**src/rtl/commit_trace_buffer.sv**
```systemverilog
// commit_trace_buffer
// On-chip execution trace unit. Records one entry per retired instruction into a
// circular buffer, raises a registered halt request after a programmable retire
// count or on a PC match, and returns any captured entry by age-relative index.
module commit_trace_buffer #(
  parameter int PC_W   = 32,
  parameter int DATA_W = 32,
  parameter int REG_AW = 5,
  parameter int DEPTH  = 16,
  parameter int CNT_W  = 16
) (
  input  logic                     clk,
  input  logic                     reset,
  input  logic [1:0]               cfg_mode,
  input  logic [CNT_W-1:0]         cfg_limit,
  input  logic [PC_W-1:0]          cfg_pc_match,
  input  logic                     arm,
  input  logic                     resume,
  input  logic                     commit_valid,
  input  logic [PC_W-1:0]          commit_pc,
  input  logic [DATA_W-1:0]        commit_instr,
  input  logic                     commit_rf_we,
  input  logic [REG_AW-1:0]        commit_rf_addr,
  input  logic [DATA_W-1:0]        commit_rf_data,
  output logic                     halt,
  output logic [1:0]               state,
  output logic [$clog2(DEPTH):0]   entry_count,
  output logic                     wrapped,
  output logic [CNT_W-1:0]         retired,
  input  logic [$clog2(DEPTH)-1:0] rd_idx,
  output logic                     rd_valid,
  output logic [PC_W-1:0]          rd_pc,
  output logic [DATA_W-1:0]        rd_instr,
  output logic                     rd_rf_we,
  output logic [REG_AW-1:0]        rd_rf_addr,
  output logic [DATA_W-1:0]        rd_rf_data
);

  localparam int IDX_W = $clog2(DEPTH);
  localparam logic [IDX_W:0] FULL_CNT = (IDX_W+1)'(DEPTH);

  typedef enum logic [1:0] {
    ST_IDLE    = 2'd0,
    ST_CAPTURE = 2'd1,
    ST_HALTED  = 2'd2
  } state_e;

  typedef enum logic [1:0] {
    MODE_OFF   = 2'd0,
    MODE_FREE  = 2'd1,
    MODE_COUNT = 2'd2,
    MODE_PC    = 2'd3
  } mode_e;

  typedef struct packed {
    logic [PC_W-1:0]   pc;
    logic [DATA_W-1:0] instr;
    logic              rf_we;
    logic [REG_AW-1:0] rf_addr;
    logic [DATA_W-1:0] rf_data;
  } rec_t;

  // Control state
  state_e           r_state;
  logic [IDX_W-1:0] r_ptr;
  logic [IDX_W:0]   r_count;
  logic             r_wrapped;
  logic [CNT_W-1:0] r_retired;
  logic             r_halt;

  // Trace storage and readback register
  rec_t             r_mem [DEPTH];
  rec_t             r_rd;
  logic             r_rd_valid;

  // Next-state values
  state_e           w_state_nxt;
  logic [IDX_W-1:0] w_ptr_nxt;
  logic [IDX_W:0]   w_count_nxt;
  logic             w_wrapped_nxt;
  logic [CNT_W-1:0] w_retired_nxt;
  logic             w_capture;

  mode_e            w_mode;
  logic             w_arm;
  logic [CNT_W-1:0] w_retired_inc;
  rec_t             w_rec;
  logic [IDX_W-1:0] w_phys;
  logic             w_rd_hit;

  assign w_mode        = mode_e'(cfg_mode);
  assign w_arm         = arm && (w_mode != MODE_OFF);
  assign w_retired_inc = (r_retired == '1) ? r_retired : r_retired + 1'b1;
  assign w_rec         = '{pc: commit_pc, instr: commit_instr, rf_we: commit_rf_we,
                           rf_addr: commit_rf_addr, rf_data: commit_rf_data};

  // Oldest entry sits at the write pointer once the buffer has wrapped, else at slot 0.
  assign w_phys   = (r_wrapped ? r_ptr : '0) + rd_idx;
  assign w_rd_hit = ({1'b0, rd_idx} < r_count);

  // Next-state, capture decision and halt conditions
  always_comb begin
    // NOTE: every variable gets a default before any branch, so no path can infer a latch.
    w_state_nxt   = r_state;
    w_ptr_nxt     = r_ptr;
    w_count_nxt   = r_count;
    w_wrapped_nxt = r_wrapped;
    w_retired_nxt = r_retired;
    w_capture     = 1'b0;

    if (w_arm) begin
      // arm overrides resume and discards a simultaneous commit
      w_state_nxt   = ST_CAPTURE;
      w_ptr_nxt     = '0;
      w_count_nxt   = '0;
      w_wrapped_nxt = 1'b0;
      w_retired_nxt = '0;
    end else begin
      unique case (r_state)
        ST_IDLE: ;
        ST_CAPTURE: begin
          if (w_mode == MODE_OFF) begin
            w_state_nxt = ST_IDLE;
          end else if (w_mode == MODE_COUNT && r_retired >= cfg_limit) begin
            // limit already reached (e.g. cfg_limit==0): halt without capturing
            w_state_nxt = ST_HALTED;
          end else if (commit_valid) begin
            w_capture     = 1'b1;
            w_ptr_nxt     = r_ptr + 1'b1;
            w_retired_nxt = w_retired_inc;
            if (r_count == FULL_CNT) begin
              w_wrapped_nxt = 1'b1;
            end else begin
              w_count_nxt = r_count + 1'b1;
            end
            if ((w_mode == MODE_COUNT && w_retired_inc == cfg_limit) ||
                (w_mode == MODE_PC && commit_pc == cfg_pc_match)) begin
              w_state_nxt = ST_HALTED;
            end
          end
        end
        ST_HALTED: begin
          if (resume) begin
            w_state_nxt   = ST_CAPTURE;
            w_retired_nxt = '0;
          end
        end
        default: w_state_nxt = ST_IDLE;
      endcase
    end
  end

  // Control registers; halt is a registered copy of the HALTED decision
  always_ff @(posedge clk or posedge reset) begin
    if (reset) begin
      r_state   <= ST_IDLE;
      r_ptr     <= '0;
      r_count   <= '0;
      r_wrapped <= 1'b0;
      r_retired <= '0;
      r_halt    <= 1'b0;
    end else begin
      // NOTE: non-blocking assignments so every register samples pre-edge values.
      r_state   <= w_state_nxt;
      r_ptr     <= w_ptr_nxt;
      r_count   <= w_count_nxt;
      r_wrapped <= w_wrapped_nxt;
      r_retired <= w_retired_nxt;
      r_halt    <= (w_state_nxt == ST_HALTED);
    end
  end

  // Trace RAM write port
  // NOTE: storage has no reset; stale contents are masked by entry_count and rd_valid.
  always_ff @(posedge clk) begin
    if (w_capture) begin
      r_mem[r_ptr] <= w_rec;
    end
  end

  // Registered readback; a same-slot write in this cycle yields the old contents
  always_ff @(posedge clk or posedge reset) begin
    if (reset) begin
      r_rd       <= '0;
      r_rd_valid <= 1'b0;
    end else if (w_rd_hit) begin
      r_rd       <= r_mem[w_phys];
      r_rd_valid <= 1'b1;
    end else begin
      r_rd       <= '0;
      r_rd_valid <= 1'b0;
    end
  end

  assign halt        = r_halt;
  assign state       = r_state;
  assign entry_count = r_count;
  assign wrapped     = r_wrapped;
  assign retired     = r_retired;
  assign rd_valid    = r_rd_valid;
  assign rd_pc       = r_rd.pc;
  assign rd_instr    = r_rd.instr;
  assign rd_rf_we    = r_rd.rf_we;
  assign rd_rf_addr  = r_rd.rf_addr;
  assign rd_rf_data  = r_rd.rf_data;

endmodule

```
**config.mk**
```make
export PLATFORM = sky130hd
export DESIGN_NAME = commit_trace_buffer
export DESIGN_NICKNAME = d
export VERILOG_FILES = /design/src/rtl/commit_trace_buffer.sv
export SDC_FILE = /design/constraint.sdc
export NUM_CORES = 2
export LEC_CHECK = 0
export ABC_AREA = 1
export CAP_MARGIN = 20
export CELL_PAD_IN_SITES_DETAIL_PLACEMENT = 2
export CELL_PAD_IN_SITES_GLOBAL_PLACEMENT = 2
export CORE_MARGIN = 5
export CORE_UTILIZATION = 46
export DETAILED_ROUTE_END_ITERATION = 6
export HOLD_SLACK_MARGIN = 0.12
export PLACE_DENSITY = 0.85
export SKIP_LAST_GASP = 1
export SYNTH_ARGS = -nofsm -noshare
export SYNTH_HDL_FRONTEND = slang
export SYNTH_SLANG_ARGS = --single-unit
```
**constraint.sdc**
```tcl
create_clock -name clk -period 27.5 [get_ports clk]
set_input_delay 2.75 -clock clk [delete_from_list [all_inputs] [get_ports clk]]
set_output_delay 2.75 -clock clk [all_outputs]
set_load 0.005 [all_outputs]
```
After elaboration in Yosys (flattened, before gate mapping) --
Memory sizes are Yosys's and may differ from the RTL's. Cells that the tools add are included.
Operators by class: add/subtract/negate cells 4, magnitude comparators 2, reduce and logical (&&, ||, !) cells 16, mux-type cells 41, equality and inequality tests 16
Operators by type and width (count):
- two-way mux 102 bit | 1
- two-way mux 16 bit | 6
- == test 32 bit | 1
- one-hot mux 16 bit (2 select lines) | 1
- two-way mux 5 bit | 6
- two-way mux 4 bit | 6
- adder 16 x 1 -> 16 bit (second input constant) | 1
- == test 16 bit | 1
- == test 16 bit (second input constant) | 1
- >= comparator 16 bit | 1
- AND reduction 5 bit | 3
- two-way mux 1 bit | 14
- two-way mux 2 bit | 6
- != test 3 bit (second input constant) | 4
- == test 2 bit (second input constant) | 4
- nonzero test 2 bit | 4
- != test 2 bit (second input constant) | 3
- one-hot mux 2 bit (3 select lines) | 1
- adder 5 x 1 -> 5 bit (second input constant) | 1
- == test 5 bit (second input constant) | 1
- less-than comparator 4 x 5 -> 1 bit | 1
- adder 4 x 1 -> 4 bit (second input constant) | 1
- adder 4 bit | 1
- logical AND 1 bit | 4
- 5 further kinds | 6
Storage, ports and cells: register bits after elaboration 132, memory bits (writable) 1632, word-level logic and storage cells 92, memories 1
Memory list:
- r_mem | depth 16, bits a word 102, read ports 1, clocked after Yosys merged registers in 0, write ports 1, RTL line 72 | rec_t r_mem [DEPTH];

Depth between registers and ports, before layout --
depth in word-level cells 12, gate-level depth with buffers 19

Least setup slack after synthesis --
Ideal clock, no wire load.
path type input to register, from input cfg_limit[3], to memory r_mem[3][0] in the netlist's numbering, enable pin, arrival 10.991 ns, library setup time 0.688 ns, setup slack 15.821 ns, cell stages on the path 12, buffers on the path 1, cells stage by stage inv_1 ha_1 a21oi_1 o21ai_0 nand2_1 o211ai_1 nand2_1 nand3_1 nand2_1 nand3_1 clkbuf_1 nor3_1
On the way: cells in the longest elaborated chain, start to end 8
Ends and longest elaborated chain:
- start: declaration | RTL line 15 | input logic [CNT_W-1:0] cfg_limit,
- >= comparator 16 bit | RTL line 124 | end else if (w_mode == MODE_COUNT && r_retired >= cfg_limit) begin
- logical AND 1 bit | RTL line 124
- two-way mux 1 bit | RTL line 124
- two-way mux 1 bit | RTL line 122 | if (w_mode == MODE_OFF) begin
- two-way mux 1 bit | RTL line 119 | unique case (r_state)
- two-way mux 1 bit | RTL line 111 | if (w_arm) begin
- two-way mux 1 bit | RTL line 176 | if (w_capture) begin
- two-way mux 1 bit (not written as such) | RTL line 177 | r_mem[r_ptr] <= w_rec;
- end: declaration | RTL line 72
Every way passes these cells.

Worst setup path in the final report --
from input rd_idx[0], to register r_rd (netlist bit rd_rf_data[26])
On the way: cells in the longest elaborated chain, start to end 3
Ends and longest elaborated chain:
- start: declaration | RTL line 30 | input logic [$clog2(DEPTH)-1:0] rd_idx,
- adder 4 bit | RTL line 98 | assign w_phys = (r_wrapped ? r_ptr : '0) + rd_idx;
- memory read (16 x 102 bit)
- two-way mux 102 bit (*) | RTL line 186 | end else if (w_rd_hit) begin
- end signal: assignment | RTL line 187 | r_rd <= r_mem[w_phys];
- end: declaration | RTL line 73 | rec_t r_rd;
Mark *: on every way between the ends. The rest lies on a longest branch, timed or not. A chain may end at the register's enable or synchronous reset.

==> impl_metrics.env <==
export IMPL_wl_per_cell_um=34.2
export IMPL_period_needed_ns=7.36
export IMPL_use_met1_pct=39.5
export IMPL_clock_skew_ns=0.0354
export IMPL_synth_adder_area_share_pct=0.546
export IMPL_clk_latency_ns=0.84
export IMPL_drv_cap=0
export IMPL_routabilityCongestion=0.745
export IMPL_final_cell_area_sq_mm=0.0812
export IMPL_met2_usage_pct=57.8
export IMPL_synth_xor_area_share_pct=0.348
export IMPL_synth_seq_area_share_pct=74.6
export IMPL_rows=143
export IMPL_route_detailed_drc=0
export IMPL_cts_reportedPaths_clkPinSlew_ns=0.06
export IMPL_crit_fanout=88
export IMPL_initial_core_util_pct=46.2
export IMPL_post_cts_setup_buffer_count=0
export IMPL_layout_drive_gt1_share_pct=6.55
export IMPL_placed_area_sq_mm=0.0750
export IMPL_grt_pass1_wl_um=390000
export IMPL_synthCells=5481
export IMPL_cts_sinks=1764
export IMPL_drtIter0Drc=5490
export IMPL_root_buffer="clkbuf_16"
export IMPL_power_density_mw_per_mm2=86.4
export IMPL_grt_antenna_before_repair=26
export IMPL_synth_simple_gate_area_share_pct=11.1
export IMPL_grt_setup_unrepaired="false"
export IMPL_ctsLongestPathBuffers=3
export IMPL_finalSetupTns_ns=0
export IMPL_worstSetupEndpointType="flip-flop"
export IMPL_ys_types=41
export IMPL_ir_drop_mv=0.0597
export IMPL_cts_tree="built"
export IMPL_vias_per_cell=6.30
export IMPL_final_max_slew_violation_count=0
export IMPL_path_class="in2reg"
export IMPL_synth_mux_area_share_pct=0.0321
export IMPL_via_count=49579
export IMPL_dpl_hpwl_um=128000
export IMPL_met3_usage_pct=5.32
export IMPL_finalWirelength_um=270000
export IMPL_first_pass_iters=5
export IMPL_numPortBuffers=288
export IMPL_worst_slew_pin_slew_ns=1.20
export IMPL_grt_pass1_vias=55480
export IMPL_syn_area_sq_mm=0.0701
export IMPL_synthesis_nets=5672
export IMPL_arrival_ns=8.04
export IMPL_ys_warn_count=0
export IMPL_dieArea_sq_mm=0.160
export IMPL_nNetsFinal=5854
export IMPL_cp_start_kind="input port"
export IMPL_finalSetupViolCount=0
export IMPL_hold_class="reg2reg"
export IMPL_min_period_over_period_pct=26.8
export IMPL_slew_limit_headroom_pct=20.1
export IMPL_hold_viol=0
export IMPL_grt_util_all_layers_pct=32.7
export IMPL_syn2layout_area_growth_pct=15.7
export IMPL_layout_common_cells="nand2_1, edfxtp_1, a21oi_1"
export IMPL_cts_buffers_inserted=186
export IMPL_final_antenna_net_count=0
export IMPL_die_x_um=400
export IMPL_core_sq_mm=0.152
export IMPL_layout_commonest_cell="nand2_1"
export IMPL_pin_count=289
export IMPL_synth_compound_area_share_pct=10.9
export IMPL_cts_hold_buf=0
export IMPL_status="complete, no violations"
export IMPL_max_freq_mhz=136
export IMPL_grt_overflow=0
export IMPL_cp_required_ns=28.18
export IMPL_synth_top_family_by_area="simple AND/OR/NAND/NOR gates"
export IMPL_die_h_um=400
export IMPL_ys_seq_elements=1764
export IMPL_grt_max_degree=232
export IMPL_busiest_layer="met2"
export IMPL_cts_max_level=4
export IMPL_ctsResizeCount=0
export IMPL_p_leak_uw=0.0282
export IMPL_synth_area_per_cell_sq_um=12.8
critical path, cell delays in order:
cell             delay, ns
clkdlybuf4s50_1       0.57
ha_4                  0.16
inv_1                 0.07
fa_4                  0.53
xnor2_4               0.16
buf_4                 0.87
buf_4                 0.90
buf_4                 0.91
o21ai_0               0.37
nand2_1               0.16
nand2_1               0.11
nor2_1                0.28
metal layers:
layer / wire (um) / vias up
met3: 16200 / 583
li1: - / 20359
met5: 47 / -
met1: 102000 / 26308
met4: 11100 / 6
met2: 140000 / 2323
cell usage after synthesis (all sizes together):
library cell,instances,area (sq um)
a211oi,4,30.0
a21oi,518,2590
a22o,2,17.5
a22oi,101,758
a31oi,1,6.26
a32o,202,2020
a32oi,101,885
a41oi,1,16.3
buf,71,333
clkbuf,284,1070
clkinv,2,7.51
dfrtp,132,3300
edfxtp,1632,49000
fa,1,20.0
ha,29,363
inv,85,319
mux2,2,22.5
nand2,1775,6680
nand3,48,240
nand4,16,100
nor2,157,609
nor3,21,105
nor4,2,12.5
o211ai,2,15.0
o21ai,249,1250
o21bai,1,7.51
o221ai,1,8.76
o22ai,7,43.8
o31ai,2,15.0
or2,5,31.3
xnor2,13,121
xor2,14,123
power by group:
group          internal, uW  switching (uW)
clock                  1460            1140
sequential             3020            60.0
combinational           411             928
final timing paths:
kind	from	end	slack, ns	depth (start not counted)
max	rd_idx[0]	rd_rf_data[26]$_DFF_PP0_	20.14	12
min	entry_count[1]$_DFFE_PP0P_	entry_count[1]$_DFFE_PP0P_	0.65	2
max reg2reg	r_ptr[0]$_DFFE_PP0P_	rd_rf_data[26]$_DFF_PP0_	21.92	13
min reg2reg	entry_count[1]$_DFFE_PP0P_	entry_count[1]$_DFFE_PP0P_	0.65	2
max in group asynchronous	reset	rd_rf_data[28]$_DFF_PP0_	23.58	3
min in group asynchronous	reset	rd_pc[31]$_DFF_PP0_	2.42	2
per-stage QoR:
| stage | utilization [%] | hold WS [ns] | instances | setup WS, ns | total power, uW |
|---|---|---|---|---|---|
| after floorplan | - | 0.534 | 5481 | 15.82 | 3820 |
| after global placement | 49.4 | 0.554 | 7502 | 19.76 | 4260 |
| after detailed placement | 49.4 | 0.584 | 7502 | 19.37 | 4380 |
| after CTS | 53.4 | 0.636 | 7848 | 20.01 | 7010 |
| after global routing | 53.5 | 0.674 | 7865 | 20.05 | 7250 |
| final | 53.5 | 0.649 | 7871 | 20.14 | 7020 |
logic make-up after synthesis:
family                   after synthesis
AO/OA/AOI/OAI                       1192
adder cells (fa/ha/maj)               30
multiplexers                           2
flip-flops                          1764
AND/OR/NAND/NOR                     2024
XOR/XNOR                              27
buffers and inverters                442
flip-flops by register name, indices dropped and copies added, names as in the netlist:
register,count
r_mem,1632
rd_instr,32
rd_pc,32
rd_rf_data,32
retired,16
entry_count,5
rd_rf_addr,5
r_ptr,4
state,2
halt,1
rd_rf_we,1
rd_valid,1
wrapped,1
area by class of cell:
type                            count  area (sq um)
Inverter                           87           352
Antenna cell                       20          50.0
Multi-Input combinational cell   3275         16200
Clock inverter                     84           707
Fill cell                       14263         70600
Tap cell                         2030          2540
Timing Repair Buffer              349          3610
Clock buffer                      262          5360
Sequential cell                  1764         52300
No activity file was read; power rests on OpenSTA's default activity.
